`src/rtl/z80_bus_responder.sv`:
```
// z80_bus_responder: tv80s bus slave with wait-state insertion, single-strobe RAM/IO backside and registered read data.
//   clk, reset             : rising-edge clock, synchronous active-high reset
//   A, dout, *_n           : CPU address, write data and active-low control strobes
//   di, wait_n             : registered read data and wait request back to the CPU
//   mem_* / io_*           : one-clock read/write strobes, address and write data; *_rdata valid one clock after *_re
module z80_bus_responder #(
  parameter int unsigned MEM_WAIT   = 0,
  parameter int unsigned M1_WAIT    = 0,
  parameter int unsigned IO_WAIT    = 1,
  parameter logic [7:0]  INT_VECTOR = 8'hFF
) (
  input  logic        clk,
  input  logic        reset,
  input  logic [15:0] A,
  input  logic [7:0]  dout,
  input  logic        m1_n,
  input  logic        mreq_n,
  input  logic        iorq_n,
  input  logic        rd_n,
  input  logic        wr_n,
  input  logic        rfsh_n,
  output logic [7:0]  di,
  output logic        wait_n,
  output logic [15:0] mem_addr,
  output logic        mem_re,
  output logic        mem_we,
  output logic [7:0]  mem_wdata,
  input  logic [7:0]  mem_rdata,
  output logic [7:0]  io_addr,
  output logic        io_re,
  output logic        io_we,
  output logic [7:0]  io_wdata,
  input  logic [7:0]  io_rdata
);
  typedef enum logic [2:0] {S_IDLE, S_WAIT, S_ACCESS, S_CAPTURE, S_HOLD} state_t;
  typedef enum logic [2:0] {K_NONE, K_MRD, K_MWR, K_IRD, K_IWR, K_INTA} kind_t;
  state_t     state, state_n;
  kind_t      kind, kind_n, det;
  logic [4:0] cnt, cnt_n, det_cnt;
  logic       released, go;
  always_comb begin
    det = !mreq_n && rfsh_n && !rd_n ? K_MRD :
          !mreq_n && rfsh_n && !wr_n ? K_MWR :
          !iorq_n && !m1_n           ? K_INTA :
          !iorq_n && !rd_n           ? K_IRD :
          !iorq_n && !wr_n           ? K_IWR : K_NONE;
    det_cnt = det == K_MRD && !m1_n        ? 5'(MEM_WAIT + M1_WAIT) :
              det == K_MRD || det == K_MWR ? 5'(MEM_WAIT) : 5'(IO_WAIT);
    released = mreq_n && iorq_n;
    state_n = state;
    kind_n = kind;
    cnt_n = cnt;
    case (state)
      S_IDLE:
        if (det != K_NONE) begin
          kind_n = det;
          cnt_n = det_cnt;
          state_n = det_cnt == 5'd0 ? S_ACCESS : S_WAIT;
        end
      S_WAIT: begin
        if (released) state_n = S_IDLE;
        else if (cnt == 5'd1) state_n = S_ACCESS;
        else cnt_n = cnt - 5'd1;
      end
      S_ACCESS:  state_n = S_CAPTURE;
      S_CAPTURE: state_n = S_HOLD;
      S_HOLD:    state_n = released ? S_IDLE : S_HOLD;
      default:   state_n = S_IDLE;
    endcase
    go = state_n == S_ACCESS;
  end
  always_ff @(posedge clk) begin
    if (reset) begin
      state <= S_IDLE;
      kind <= K_NONE;
      cnt <= 5'd0;
    end else begin
      state <= state_n;
      kind <= kind_n;
      cnt <= cnt_n;
    end
  end
  // Strobes and addresses are registered on entry to ACCESS so they are valid for exactly that clock.
  always_ff @(posedge clk) begin
    if (reset) begin
      di <= 8'hFF;
      wait_n <= 1'b1;
      mem_addr <= 16'h0;
      mem_re <= 1'b0;
      mem_we <= 1'b0;
      mem_wdata <= 8'h0;
      io_addr <= 8'h0;
      io_re <= 1'b0;
      io_we <= 1'b0;
      io_wdata <= 8'h0;
    end else begin
      wait_n <= state_n != S_WAIT;
      mem_re <= go && kind_n == K_MRD;
      mem_we <= go && kind_n == K_MWR;
      io_re <= go && kind_n == K_IRD;
      io_we <= go && kind_n == K_IWR;
      if (go && (kind_n == K_MRD || kind_n == K_MWR)) mem_addr <= A;
      if (go && kind_n == K_MWR) mem_wdata <= dout;
      if (go && (kind_n == K_IRD || kind_n == K_IWR)) io_addr <= A[7:0];
      if (go && kind_n == K_IWR) io_wdata <= dout;
      if (state == S_CAPTURE)
        di <= kind == K_MRD  ? mem_rdata :
              kind == K_IRD  ? io_rdata :
              kind == K_INTA ? INT_VECTOR : di;
    end
  end
endmodule

```
`config.mk`:
```
export PLATFORM = sky130hd
export DESIGN_NAME = z80_bus_responder
export DESIGN_NICKNAME = d
export VERILOG_FILES = /design/src/rtl/z80_bus_responder.sv
export SDC_FILE = /design/constraint.sdc
export NUM_CORES = 1
export LEC_CHECK = 0
export CAP_MARGIN = 40
export CORE_UTILIZATION = 40
export CTS_BUF_LIST = sky130_fd_sc_hd__clkbuf_4 sky130_fd_sc_hd__clkbuf_8
export CTS_CLUSTER_DIAMETER = 80
export DETAILED_ROUTE_END_ITERATION = 8
export PLACE_DENSITY = 0.72
export REMOVE_ABC_BUFFERS = 1
export SLEW_MARGIN = 30
export SYNTH_ARGS = -nofsm -noshare
export SYNTH_HDL_FRONTEND = slang
export SYNTH_SLANG_ARGS = --single-unit
```
`constraint.sdc`:
```
create_clock -name clk -period 5.77 [get_ports clk]
set_input_delay 0.577 -clock clk [delete_from_list [all_inputs] [get_ports clk]]
set_output_delay 0.577 -clock clk [all_outputs]
set_load 0.01 [all_outputs]
```
==> metrics.json <==
{
  "run_status": {
    "run_status": "finished, final reports clean"
  },
  "floorplan": {
    "number_of_rows_created_at_floorplan": 30,
    "design.core.area_um2": 6790,
    "ioPinCount": 101,
    "die_area_um2": 7370,
    "chipWidth_um": 85.8,
    "initial_utilization_pct": 41.4,
    "die_h_um": 85.8
  },
  "clock_tree": {
    "number_of_h_tree_branching_levels": 3,
    "worst_setup_hold_path_clk_slew_ps": 80,
    "tritoncts.num_buffers": 9,
    "hold_fix_buffers_cts": 0,
    "worstSkewPairLatency_ps": 340,
    "cts_num_sinks": 64,
    "cts_tree": "done",
    "cts-root-to-sink-buffers": 2,
    "post_cts_buffers": 0,
    "cts.repair.resized": 0,
    "clock_root_buffer": "sky130_fd_sc_hd__clkbuf_8"
  },
  "worst_setup_path": {
    "worstReg2RegStart": "state[2]",
    "worstSetupPathType": "input pin to flop",
    "worstPathRequired_ps": 6040,
    "timing.critical_path.fanout_max": 9,
    "critPathCaptureType": "flop",
    "timing.critical_path.from": "rfsh_n",
    "ff2ff_path_depth": 7,
    "cp.arrival_ps": 3300,
    "critical_path_start_type": "input pin"
  },
  "global_route": {
    "grt_first_pass_wirelength_um": 11600,
    "antenna_found_initial": 0,
    "globalRouteOverflowTotal": 0,
    "grt_start_max_net_pins": 68,
    "grtUsageTotal_pct": 19.9,
    "vias_in_the_first_global_route": 2486
  },
  "logic_synthesis": {
    "postSynthRegisterBits": 64,
    "fraction_of_synthesis_flops_using_an_asynchronous_set_or_reset_pin_pct": 0,
    "synth_seq_area_share_pct": 45.6,
    "ys.flop_type": "sky130_fd_sc_hd__dfxtp_1",
    "syn_area_um2": 2810,
    "synth_cell_type_count": 43,
    "yosys_warnings": 0,
    "synth_area_per_cell_um2": 8.73,
    "netlist_instances": 322,
    "synth_enable_flop_cells": 0
  },
  "hold_path": {
    "hold_class": "flop to flop",
    "hold_start": "di[5]",
    "hold-path-cell-count": 1
  },
  "layout": {
    "fillers": 595,
    "insertedDiodeCount": 0,
    "multiInputGateArea_um2": 1410,
    "seqCellArea_um2": 1280,
    "flow.area_growth_from_synthesis_pct": 46.3,
    "post_route_cells_drive_above_1_share_pct": 7.18,
    "num-nets-final": 463
  },
  "power_and_ir_drop": {
    "cellLeakagePower_nw": 1.41,
    "power_switching_share_pct": 30.7,
    "power_density_cells_nw_per_um2": 323,
    "p_seq_share_pct": 38.1,
    "ir_worst_vdd_v": 0.000170,
    "comb_power_share_pct": 25.8,
    "cellInternalPower_w": 0.000921,
    "pwr-share-clk_pct": 36.1,
    "switching_power_w": 0.000407
  },
  "detailed_routing": {
    "viasPerCell": 5.14,
    "post_drt_wl_per_cell_um": 13.9,
    "detail-route-antenna-nets": 0,
    "via_count": 2640,
    "detailedRoute.firstPassIterationCount": 4,
    "drt_wl_total_um": 7170,
    "drtIter0Drc": 139,
    "drcViolationCount": 0
  },
  "sta": {
    "final.period_utilization_pct": 52.5,
    "setup_viol": 0,
    "final_max_slew_viol_count": 0,
    "max-slew-margin-rel_pct": 48.4,
    "max_clock_freq_mhz": 330,
    "setup_total_negative_slack_ps": 0,
    "worst_clock_skew_ps": 8.88,
    "rsz_0062_raised_after_global_routing": "false",
    "final_period_minus_worst_setup_slack_ps": 3030,
    "finalWorstSetupSlack_ps": 2740,
    "report.final.hold_viol_count": 0,
    "worstMarginPinSlew_ps": 773
  },
  "place": {
    "dp_slack_ps": 2140,
    "gp_congestion": 0.751,
    "placement.io_buffers": 100,
    "dp.final_hpwl_um": 5040
  },
  "flow_run": {
    "maxCapViolCount": 0
  }
}
-- cell usage in the layout, fill, tap and decap left out, drive strengths merged, types with 5 or more instances in the layout --
cell | synthesis | final
a211o | 8 | 8
nor2 | 25 | 25
o21ai | 35 | 35
clkdlybuf4s50 | 0 | 99
inv | 3 | 6
nor3 | 6 | 6
dfxtp | 64 | 64
nand2 | 6 | 6
mux2i | 8 | 8
nor2b | 11 | 11
clkbuf | 16 | 9
buf | 8 | 5
nand2b | 21 | 21
a21oi | 34 | 34
a211oi | 9 | 9
nand3 | 36 | 36
-- critical path, cell delays in order --
cell and delay, ps:
sky130_fd_sc_hd__clkdlybuf4s50_1 500, sky130_fd_sc_hd__nor2b_1 320, sky130_fd_sc_hd__o221ai_2 230, sky130_fd_sc_hd__a21oi_1 340
sky130_fd_sc_hd__buf_2 270, sky130_fd_sc_hd__and3_1 340, sky130_fd_sc_hd__o21a_1 470, sky130_fd_sc_hd__mux2i_1 240
-- sequential cells by signal, indices dropped and copies added (netlist names), 3 cells and up --
register	count
cnt	5
di	8
io_wdata	8
mem_addr	16
kind	3
state	3
mem_wdata	8
io_addr	8
-- path summary, 6_finish.rpt --
check               endpoint  slack [ps]
hold / removal         di[5]         460
setup reg to reg  io_addr[2]        3060
hold reg to reg        di[5]         460
setup / recovery  io_addr[2]        2740
-- cell type report --
cell class,count,share of cell area [%]
Multi-Input combinational cell,231,34.2
Sequential cell,64,31.2
Timing Repair Buffer,104,25.3
Clock inverter,7,3.04
Clock buffer,9,3.01
Tap cell,96,2.92
Inverter,3,0.274
-- cells in the mapped netlist, drive strengths merged, types with 2 or more instances --
cell    number  area (um2)
dfxtp       64        1280
nand3       36         180
o21ai       35         175
a21oi       34         170
nor2        25        93.8
nand2b      21         131
clkbuf      16        60.1
nor2b       11        68.8
a211oi       9        67.6
a211o        8        70.1
buf          8        50.0
mux2i        8        80.1
nand2        6        22.5
nor3         6        41.3
xor2         4        42.6
and3         3        18.8
inv          3        11.3
nor3b        3        22.5
a221oi       2        23.8
a32oi        2        36.3
ha           2        25.0
nand4        2        12.5
o221a        2        22.5
-- routing by layer --
layer  wire, um  global-route usage (%)  vias up  share of wire (%)
li1           -                       -     1336                  -
met2       3020                    30.6       82                 42
met3        763                    9.72        8                 11
met4         55                    5.45        0               0.77
met1       3320                    24.7     1214                 46
met5          0                       0        -                  0
-- cells by family (layout without fill, tap and decap cells) --
kind of cell | count (synthesis) | after routing | synth area share (%)
flops | 64 | 64 | 45.6
xor+xnor | 5 | 5 | 1.83
mux | 8 | 8 | 2.85
simple gates | 117 | 117 | 22.0
fa+ha+maj | 2 | 2 | 0.890
buf+inv | 27 | 123 | 4.32
compound gates | 99 | 99 | 22.5
-- power groups by stage --
| stage | clock (W) | combinational (W) | sequential (W) |
|---|---|---|---|
| 2_1_floorplan | 0 | 0.000176 | 0.000522 |
| 3_3_place_gp | 0 | 0.000324 | 0.000514 |
| 3_5_place_dp | 0 | 0.000340 | 0.000515 |
| 4_1_cts | 0.000490 | 0.000342 | 0.000505 |
| 5_1_grt | 0.000513 | 0.000377 | 0.000511 |
| 6_report | 0.000479 | 0.000343 | 0.000506 |
-- metrics by stage --
stage | instances | total power [W] | util [%] | hold slack, ps | area [um2]
global placement | 495 | 0.000838 | 56.3 | 443 | 3820
detailed placement | 497 | 0.000855 | 56.8 | 452 | 3860
CTS | 513 | 0.00134 | 60.4 | 468 | 4110
finish | 514 | 0.00133 | 60.5 | 465 | 4110
global route | 514 | 0.00140 | 60.5 | 492 | 4110
floorplan | 298 | 0.000698 | - | 480 | 2700
Note: power is estimated with default switching activity, not from simulation.
